**config.mk**
```make
export PLATFORM = sky130hd
export DESIGN_NAME = tinyjambu_perm_seq_flat
export DESIGN_NICKNAME = d
export VERILOG_FILES = /design/src/rtl/tinyjambu_perm_seq_if.sv /design/src/rtl/tinyjambu_perm_seq.sv /design/src/flat_wrapper.sv
export SDC_FILE = /design/constraint.sdc
export NUM_CORES = 1
export LEC_CHECK = 0
export CORE_UTILIZATION = 45
export CTS_BUF_LIST = sky130_fd_sc_hd__clkbuf_8
export DETAILED_ROUTE_END_ITERATION = 10
export PLACE_DENSITY_LB_ADDON = 0.05
export SLEW_MARGIN = 10
export SYNTH_ARGS = -nofsm -noshare
export SYNTH_HDL_FRONTEND = slang
export SYNTH_SLANG_ARGS = --single-unit
```
**constraint.sdc**
```tcl
create_clock -name g_clk -period 7 [get_ports g_clk]
set_input_delay 1.4 -clock g_clk [delete_from_list [all_inputs] [get_ports g_clk]]
set_output_delay 1.4 -clock g_clk [all_outputs]
set_load 0.03 [all_outputs]
```
**src/rtl/tinyjambu_perm_seq_if.sv**
```systemverilog
// Request/response bundle between a host and the TinyJAMBU permutation sequencer.
interface tinyjambu_perm_seq_if #(
    parameter int unsigned CW = 6
);
    logic           req_valid;
    logic           req_ready;
    logic [127:0]   req_state;
    logic [127:0]   req_key;
    logic [CW-1:0]  req_nblk;
    logic           flush;
    logic           rsp_valid;
    logic           rsp_ready;
    logic [127:0]   rsp_state;
    logic           busy;

    modport master (
        output req_valid, req_state, req_key, req_nblk, flush, rsp_ready,
        input  req_ready, rsp_valid, rsp_state, busy
    );

    modport slave (
        input  req_valid, req_state, req_key, req_nblk, flush, rsp_ready,
        output req_ready, rsp_valid, rsp_state, busy
    );
endinterface

```
**src/rtl/tinyjambu_perm_seq.sv**
```systemverilog
// TinyJAMBU keyed-permutation sequencer: one 32-step block per RUN cycle.
// Define TINYJAMBU_PERM_SEQ_UNROLL2_EN to chain two blocks per RUN cycle.
module tinyjambu_perm_seq #(
    parameter int unsigned MAX_BLK = 32,
    parameter int unsigned CW      = 6
) (
    input logic                 g_clk,
    input logic                 g_resetn,
    tinyjambu_perm_seq_if.slave bus
);
    localparam logic [CW-1:0] MaxBlk = CW'(MAX_BLK);

    typedef enum logic [1:0] {StIdle, StRun, StDone} state_e;

    state_e         r_st;
    logic [127:0]   r_s;
    logic [127:0]   r_key;
    logic [CW-1:0]  r_nblk;
    logic [CW-1:0]  r_idx;
    logic           r_req_ready;
    logic           r_rsp_valid;
    logic           r_busy;

    logic [CW-1:0]  w_nblk;
    logic [31:0]    w_kw0;
    logic [127:0]   w_s1;
    logic [127:0]   w_next_s;
    logic [CW:0]    w_step;
    logic [CW:0]    w_idx_nx;
    logic           w_last;

    // One 32-step block: shift words down, new top word is the NLFSR feedback.
    function automatic logic [127:0] f_blk(input logic [127:0] s, input logic [31:0] kw);
        logic [63:0] w21;
        logic [63:0] w32;
        logic [31:0] t1, t2, t3, t4, fb;
        w21 = s[95:32];
        w32 = s[127:64];
        t1  = w21[46:15];
        t2  = w32[37:6];
        t3  = w32[52:21];
        t4  = w32[58:27];
        fb  = s[31:0] ^ t1 ^ ~(t2 & t3) ^ t4 ^ kw;
        return {fb, s[127:32]};
    endfunction

    assign w_nblk = (bus.req_nblk > MaxBlk) ? MaxBlk : bus.req_nblk;
    assign w_kw0  = r_key[{r_idx[1:0], 5'd0} +: 32];
    assign w_s1   = f_blk(r_s, w_kw0);

`ifdef TINYJAMBU_PERM_SEQ_UNROLL2_EN
    logic [CW-1:0]  w_idx1;
    logic [31:0]    w_kw1;
    logic [127:0]   w_s2;
    logic [CW-1:0]  w_rem;
    logic           w_two;

    assign w_idx1   = r_idx + CW'(1);
    assign w_kw1    = r_key[{w_idx1[1:0], 5'd0} +: 32];
    assign w_s2     = f_blk(w_s1, w_kw1);
    assign w_rem    = r_nblk - r_idx;
    assign w_two    = |w_rem[CW-1:1];
    assign w_next_s = w_two ? w_s2 : w_s1;
    assign w_step   = w_two ? (CW+1)'(2) : (CW+1)'(1);
`else
    assign w_next_s = w_s1;
    assign w_step   = (CW+1)'(1);
`endif

    assign w_idx_nx = {1'b0, r_idx} + w_step;
    assign w_last   = (w_idx_nx >= {1'b0, r_nblk});

    always_ff @(posedge g_clk or negedge g_resetn) begin
        if (!g_resetn) begin
            r_st        <= StIdle;
            r_s         <= '0;
            r_key       <= '0;
            r_nblk      <= '0;
            r_idx       <= '0;
            r_req_ready <= 1'b1;
            r_rsp_valid <= 1'b0;
            r_busy      <= 1'b0;
        end else begin
            unique case (r_st)
                StIdle: begin
                    if (bus.req_valid && !bus.flush) begin
                        r_s         <= bus.req_state;
                        r_key       <= bus.req_key;
                        r_nblk      <= w_nblk;
                        r_idx       <= '0;
                        r_req_ready <= 1'b0;
                        if (w_nblk == '0) begin
                            r_st        <= StDone;
                            r_rsp_valid <= 1'b1;
                        end else begin
                            r_st   <= StRun;
                            r_busy <= 1'b1;
                        end
                    end
                end
                StRun: begin
                    if (bus.flush) begin
                        r_st        <= StIdle;
                        r_s         <= '0;
                        r_key       <= '0;
                        r_idx       <= '0;
                        r_busy      <= 1'b0;
                        r_rsp_valid <= 1'b0;
                        r_req_ready <= 1'b1;
                    end else begin
                        r_s   <= w_next_s;
                        r_idx <= w_idx_nx[CW-1:0];
                        if (w_last) begin
                            r_st        <= StDone;
                            r_busy      <= 1'b0;
                            r_rsp_valid <= 1'b1;
                        end
                    end
                end
                StDone: begin
                    if (bus.flush) begin
                        r_st        <= StIdle;
                        r_s         <= '0;
                        r_key       <= '0;
                        r_idx       <= '0;
                        r_rsp_valid <= 1'b0;
                        r_req_ready <= 1'b1;
                    end else if (bus.rsp_ready) begin
                        r_st        <= StIdle;
                        r_rsp_valid <= 1'b0;
                        r_req_ready <= 1'b1;
                    end
                end
                default: begin
                    r_st        <= StIdle;
                    r_req_ready <= 1'b1;
                    r_rsp_valid <= 1'b0;
                    r_busy      <= 1'b0;
                end
            endcase
        end
    end

    // Flush in IDLE blocks acceptance; result bus is zero unless a response is presented.
    assign bus.req_ready = r_req_ready & ~bus.flush;
    assign bus.rsp_valid = r_rsp_valid;
    assign bus.rsp_state = r_rsp_valid ? r_s : '0;
    assign bus.busy      = r_busy;
endmodule

```
**src/flat_wrapper.sv**
```systemverilog
// flat-port wrapper written by rule: the top's interface ports become plain ports
module tinyjambu_perm_seq_flat 
#(
    parameter int unsigned MAX_BLK = 32,
    parameter int unsigned CW      = 6
)
  (g_clk, g_resetn, bus_req_valid, bus_req_state, bus_req_key, bus_req_nblk, bus_flush, bus_rsp_ready, bus_req_ready, bus_rsp_valid, bus_rsp_state, bus_busy);
  tinyjambu_perm_seq_if #(.CW(CW)) bus_i ();
  input logic g_clk;
  input logic g_resetn;
  input wire logic [$bits(bus_i.req_valid)-1:0] bus_req_valid;
  input wire logic [$bits(bus_i.req_state)-1:0] bus_req_state;
  input wire logic [$bits(bus_i.req_key)-1:0] bus_req_key;
  input wire logic [$bits(bus_i.req_nblk)-1:0] bus_req_nblk;
  input wire logic [$bits(bus_i.flush)-1:0] bus_flush;
  input wire logic [$bits(bus_i.rsp_ready)-1:0] bus_rsp_ready;
  output wire logic [$bits(bus_i.req_ready)-1:0] bus_req_ready;
  output wire logic [$bits(bus_i.rsp_valid)-1:0] bus_rsp_valid;
  output wire logic [$bits(bus_i.rsp_state)-1:0] bus_rsp_state;
  output wire logic [$bits(bus_i.busy)-1:0] bus_busy;
  assign bus_i.req_valid = bus_req_valid;
  assign bus_i.req_state = bus_req_state;
  assign bus_i.req_key = bus_req_key;
  assign bus_i.req_nblk = bus_req_nblk;
  assign bus_i.flush = bus_flush;
  assign bus_i.rsp_ready = bus_rsp_ready;
  assign bus_req_ready = bus_i.req_ready;
  assign bus_rsp_valid = bus_i.rsp_valid;
  assign bus_rsp_state = bus_i.rsp_state;
  assign bus_busy = bus_i.busy;
  tinyjambu_perm_seq #(.MAX_BLK(MAX_BLK), .CW(CW)) u_core (.g_clk(g_clk), .g_resetn(g_resetn), .bus(bus_i));
endmodule
```
# ---- Word level (Yosys, flattened, before mapping)
# Index checks and enable logic that the tools add are counted.
dict set report classes {
  addsub 1
  n_lt_le_gt_ge 2
  n_eq_ne 10
  shift 1
  mux 36
  bitwise 9
  reduce_logical 14
}
# op n
set ops {}
lappend ops {{2-to-1 mux 128 bit} 5}
lappend ops {{case mux 128 bit (3 select lines)} 1}
lappend ops {{case mux 128 bit (2 select lines)} 1}
lappend ops {{indexed part select 128 x 8 -> 32 bit} 1}
lappend ops {{bitwise XOR 32 bit} 4}
lappend ops {{AND 32 bit} 1}
lappend ops {{inverter 32 bit} 1}
lappend ops {{2-to-1 mux 6 bit} 4}
lappend ops {{case mux 6 bit (3 select lines)} 1}
lappend ops {{2-to-1 mux 1 bit} 14}
lappend ops {{2-to-1 mux 2 bit} 6}
lappend ops {{AND reduction 3 bit} 4}
lappend ops {{case mux 1 bit (3 select lines)} 3}
lappend ops {{AND reduction 4 bit} 2}
lappend ops {{adder 6 x 1 -> 7 bit (second input constant)} 1}
lappend ops {{>= comparator 7 x 6 -> 1 bit} 1}
lappend ops {{> comparator 6 bit (second input constant)} 1}
lappend ops {{zero test 6 bit} 1}
lappend ops {{inequality test 2 x 1 -> 1 bit (second input constant)} 3}
lappend ops {{inequality test 2 bit (second input constant)} 3}
lappend ops {{case mux 2 bit (3 select lines)} 1}
lappend ops {{inequality test 3 x 2 -> 1 bit (second input constant)} 1}
lappend ops {{inequality test 3 bit (second input constant)} 1}
lappend ops {{nonzero test 3 bit} 1}
lappend ops {{other kinds (10)} 11}
dict set report totals {
  register_bits 273
  inputBits 267
  word_cells 81
}

# ---- Logic depth before layout (Yosys ltp)
dict set report logic_depth {
  ltp_word 7
  mapped_depth 11
  mapped_depth_nobuf 9
}

# ---- Worst setup path after synthesis
# Ideal clock, no wire load.
dict set report synth_path {
  path_type {in2out}
  from {input bus_flush}
  to {output bus_req_ready}
  arrival_time_ns 1.989
  t_required_ns 5.600
  setup_slack_ns 3.611
  cell_stages 2
  path_buffers 1
  path_cell_list {buf_4 -> nor2b_1}
}
dict set report synth_via {
  elab_chain_len 2
}
# item line
set synth_rtl {}
lappend synth_rtl {{start, declared} flat_wrapper.sv:15} ;# input wire logic [$bits(bus_i.flush)-1:0] bus_flush;
lappend synth_rtl {{inverter 1 bit} tinyjambu_perm_seq.sv:145} ;# assign bus.req_ready = r_req_ready & ~bus.flush;
lappend synth_rtl {{AND 1 bit} tinyjambu_perm_seq.sv:145}
lappend synth_rtl {{end, declared} flat_wrapper.sv:17} ;# output wire logic [$bits(bus_i.req_ready)-1:0] bus_req_ready;
# Every way passes these cells.

# ---- Final worst setup path
# Ends and elaborated chain as after synthesis.

==> flow_results.org <==
** Clock network
- For the worst-skew pair, the clock arrives at the later sink with an insertion delay of 0.60 ns.
- Longest Clk Path Bufs :: 3
- Root cell of the clock tree :: sky130_fd_sc_hd__clkbuf_8
- Number of buffers added to fix hold violations after cts :: 0
- Number of resized instances in the post-cts repair step :: 0
- After clock tree synthesis, the clock-pin slew on the worst setup and hold paths is approximately 0.060 ns.
- Clock tree from TritonCTS :: built
- The H-tree was split into 2 levels.
- Buffers added to address setup during post-CTS repair amount to 0.
- # clock sinks :: around 270
- Clock buffers created by TritonCTS :: 47

** Global routing
- Sum of overflow across all layers after global routing :: 0
- The initial antenna violation count came to 8.
- Number of global-route vias before repair :: 12.92k
- Global-route wire length before repair :: around 81 mm
- Entering global routing, the biggest net connects about 260 pins.
- Across every metal layer, demand over resource in global routing totals 30.57%.

** Die
- The floorplan has 67 rows.
- about 400 I/O pins were placed.
- Horizontal die dimension :: between 150 and 200 µm
- The die covers about 0.035 mm².
- Vertical die dimension :: ~190 µm
- In this run the standard cell core region covers about 0.034 mm².
- Starting density of the core :: 45.83%

** Worst setup path
- Startpoint of the worst register-to-register path :: u_core.r_idx[1]
- Most numerous cell on the critical path :: sky130_fd_sc_hd__clkdlybuf4s50_1
- Of all nets on the critical path, the largest fanout is 9.
- STA puts the critical path data required time at roughly 5.6 ns.
- STA classifies the critical path endpoint as an output port.
- Kind of critical path :: in2out
- Traced cell by cell, the critical path runs through clkdlybuf4s50_1 -> nor2b_1 -> clkdlybuf4s50_1.
- For this design, the slowest cell found on the critical path is sky130_fd_sc_hd__clkdlybuf4s50_1.
- Data arrival time of the worst path :: between 2 and 3 ns
- Maximum single-stage delay on the critical path :: just under 0.7 ns
- STA classifies the critical path startpoint as an input port.
- The critical path starts at bus_flush.

** STA
- Setup violation total in the final timing report :: 0
- Worst max-slew margin expressed relative to the limit :: between 20% and 30%
- For the final database, setup skew stands at approximately 0.042 ns.
- Setup_tns :: 0 ns
- Setup repair after global routing left no endpoint under its margin.
- The routed design could run at a clock period as short as approximately 4.3 ns.
- The hold violation total from the final report came to 0.
- Pin slew with the least headroom to its limit :: approximately 1.1 ns
- Max Fclk :: about 0.23 GHz
- Ratio of final minimum period to clock period :: between 60% and 70%
- Final slew viol count :: 0

** Synth
- The mapped netlist covers around 0.015 mm².
- Net count after synthesis :: roughly 1.9k
- Most used flip-flop cell after synthesis :: sky130_fd_sc_hd__dfrtp_1
- The Yosys step of the flow raised 0 warnings.
- The synthesized design contains 0 enable-type register cells.
- After synthesis, the mean cell area works out to between 9 and 10 µm².
- Share of flip-flops with an asynchronous set or reset :: 100.0%
- #FFs+latches synth :: 273
- Of the synthesized area, sequential elements account for roughly 44%.
- Cells after synthesis :: 1657
- In this run, distinct cell masters in the synthesized netlist total 46.

** Place
- Input and output buffers added on the ports amount to between 300 and 400.
- The wire-length estimate of the detail-placed layout is between 30 and 40 mm.
- Final RePlAce weighted congestion :: 0.9973
- Cell area reported after detailed placement :: between 0.015 and 0.02 mm²

** Cells and area
- Area growth from synthesis to layout :: 31.84%
- Once layout is done, the placed cells without fillers occupy between 0.02 and 0.025 mm².
- In the layout the commonest cells are sky130_fd_sc_hd__nand2_1, sky130_fd_sc_hd__clkdlybuf4s50_1, sky130_fd_sc_hd__dfrtp_1.
- Share of the core filled with cells :: approximately three fifths
- Counting the fill cells in the layout gives just under 3k.
- Leading cell type in the layout, fill and taps excluded :: sky130_fd_sc_hd__nand2_1
- Fraction of layout cells with a size suffix above 1 :: under 10%
- Final nets :: approximately 2.3k

** Pwr
- The worst-case IR drop observed on VDD is 0.0004359 V.
- Leakage power summed over all cells :: ~8.9 nW
- Power density over the cells :: between 400 and 500 mW/mm²

** Routing
- The first detailed-routing pass took 5 iterations.
- For this block, the initial DRC count from the detailed router was roughly 1.1k.
- Number of remaining DRC errors :: 0
- Dividing the detail-routed via count by the number of cells gives about 5.4.
- Final Routed Wirelength :: 53.27 mm
- Mean routed wirelength per cell :: between 20 and 25 µm
- Via Count :: approximately 13k
- Remaining antenna violation count :: 0

** Min path
- In this run the most critical hold path is launched from u_core.r_key[18].
- Worst min-delay path class :: reg2reg

** Flow run
- The tool flagged a number of max-cap violations equal to 0.

** Outcome
- Outcome :: finished, final reports clean
==> final cells by class <==
| type | count | area [µm²] | area share [%] |
|---|---|---|---|
| repair buffers | 407 | 4091 | 20.19 |
| flip-flops and latches | 273 | 6839 | 33.76 |
| inverters | 10 | 45.04 | 0.2223 |
| clock inverters | 25 | 135.1 | 0.6670 |
| clock buffers | 57 | 784.5 | 3.872 |
| well taps | 448 | 560.5 | 2.767 |
| multi-input cells | 1240 | 7797 | 38.49 |
| diodes | 3 | 7.507 | 0.03705 |
==> cell usage after synthesis (34+ instances only) <==
cell type / number / area [µm²]
sky130_fd_sc_hd__nand2_1: 439 / 1648
sky130_fd_sc_hd__o21ai_0: 91 / 455.4
sky130_fd_sc_hd__clkbuf_1: 83 / 311.6
sky130_fd_sc_hd__o21ai_1: 142 / 710.7
sky130_fd_sc_hd__a2bb2oi_1: 48 / 420.4
sky130_fd_sc_hd__xnor2_1: 34 / 297.8
sky130_fd_sc_hd__a21oi_1: 37 / 185.2
sky130_fd_sc_hd__xor2_1: 34 / 297.8
sky130_fd_sc_hd__nor2_1: 74 / 277.8
sky130_fd_sc_hd__and2_1: 128 / 800.8
sky130_fd_sc_hd__dfrtp_1: 272 / 6807
==> metrics by stage <==
step           setup WS (ns)  std cells  hold slack (ns)  total power [mW]
3_3_place_gp           2.694       2378           0.4548             8.525
5_1_grt                2.644       2462           0.5001             10.77
6_report               2.696       2463           0.4733             10.12
4_1_cts                2.684       2460           0.4796             10.10
3_5_place_dp           2.684       2378           0.4667             8.640
2_1_floorplan          3.611       1657           0.4416             6.955
==> final timing paths <==
path                                        endpoint  slack (ns)  cells past startpoint
worst min-delay path                u_core.r_key[18]        0.47                      2
worst min register to register      u_core.r_key[18]        0.47                      2
max in group asynchronous            u_core.r_idx[0]        4.57                      2
worst max-delay path                   bus_req_ready        2.70                      3
worst max register to register        u_core.r_st[0]        3.63                      9
min in group asynchronous       u_core.bus.rsp_valid        0.92                      1
==> power breakdown <==
part	leakage, nW	internal [mW]	switching, mW
logic	4.88	2.38	3.30
registers	3.51	2.22	0.777
clock network	0.539	0.771	0.679
==> cells by family after synthesis <==
group | synth area share (%)
simple gates | 20.78
compound gates | 15.36
flops | 44.46
buf+inv | 4.991
xor+xnor | 8.565
mux | 5.032
fa+ha+maj | 0.8142
==> worst max-delay path: cells and delay by family <==
family	cells	cell delay (ns)
buffers and inverters	2	1.32
and+or+nand+nor	1	0.19
==> flip-flops by register name, summed over array words and instances (netlist names) <==
register,cells
u_core.r_nblk,6
u_core.bus.busy,1
u_core.r_idx,6
u_core.r_req_ready,1
u_core.r_key,128
u_core.bus.rsp_valid,1
u_core.r_s,128
u_core.r_st,2
==> layer usage <==
metal / track usage [%] / wire length, µm / vias to the layer above
li1: - / - / 6252
met1: 41.62 / 22660 / 6380
met2: 47.80 / 24390 / 561
met3: 6.677 / 4146 / 107
met4: 11.76 / 1981 / 12
met5: 0 / 93 / -
Note: power is estimated with default switching activity, not from simulation.
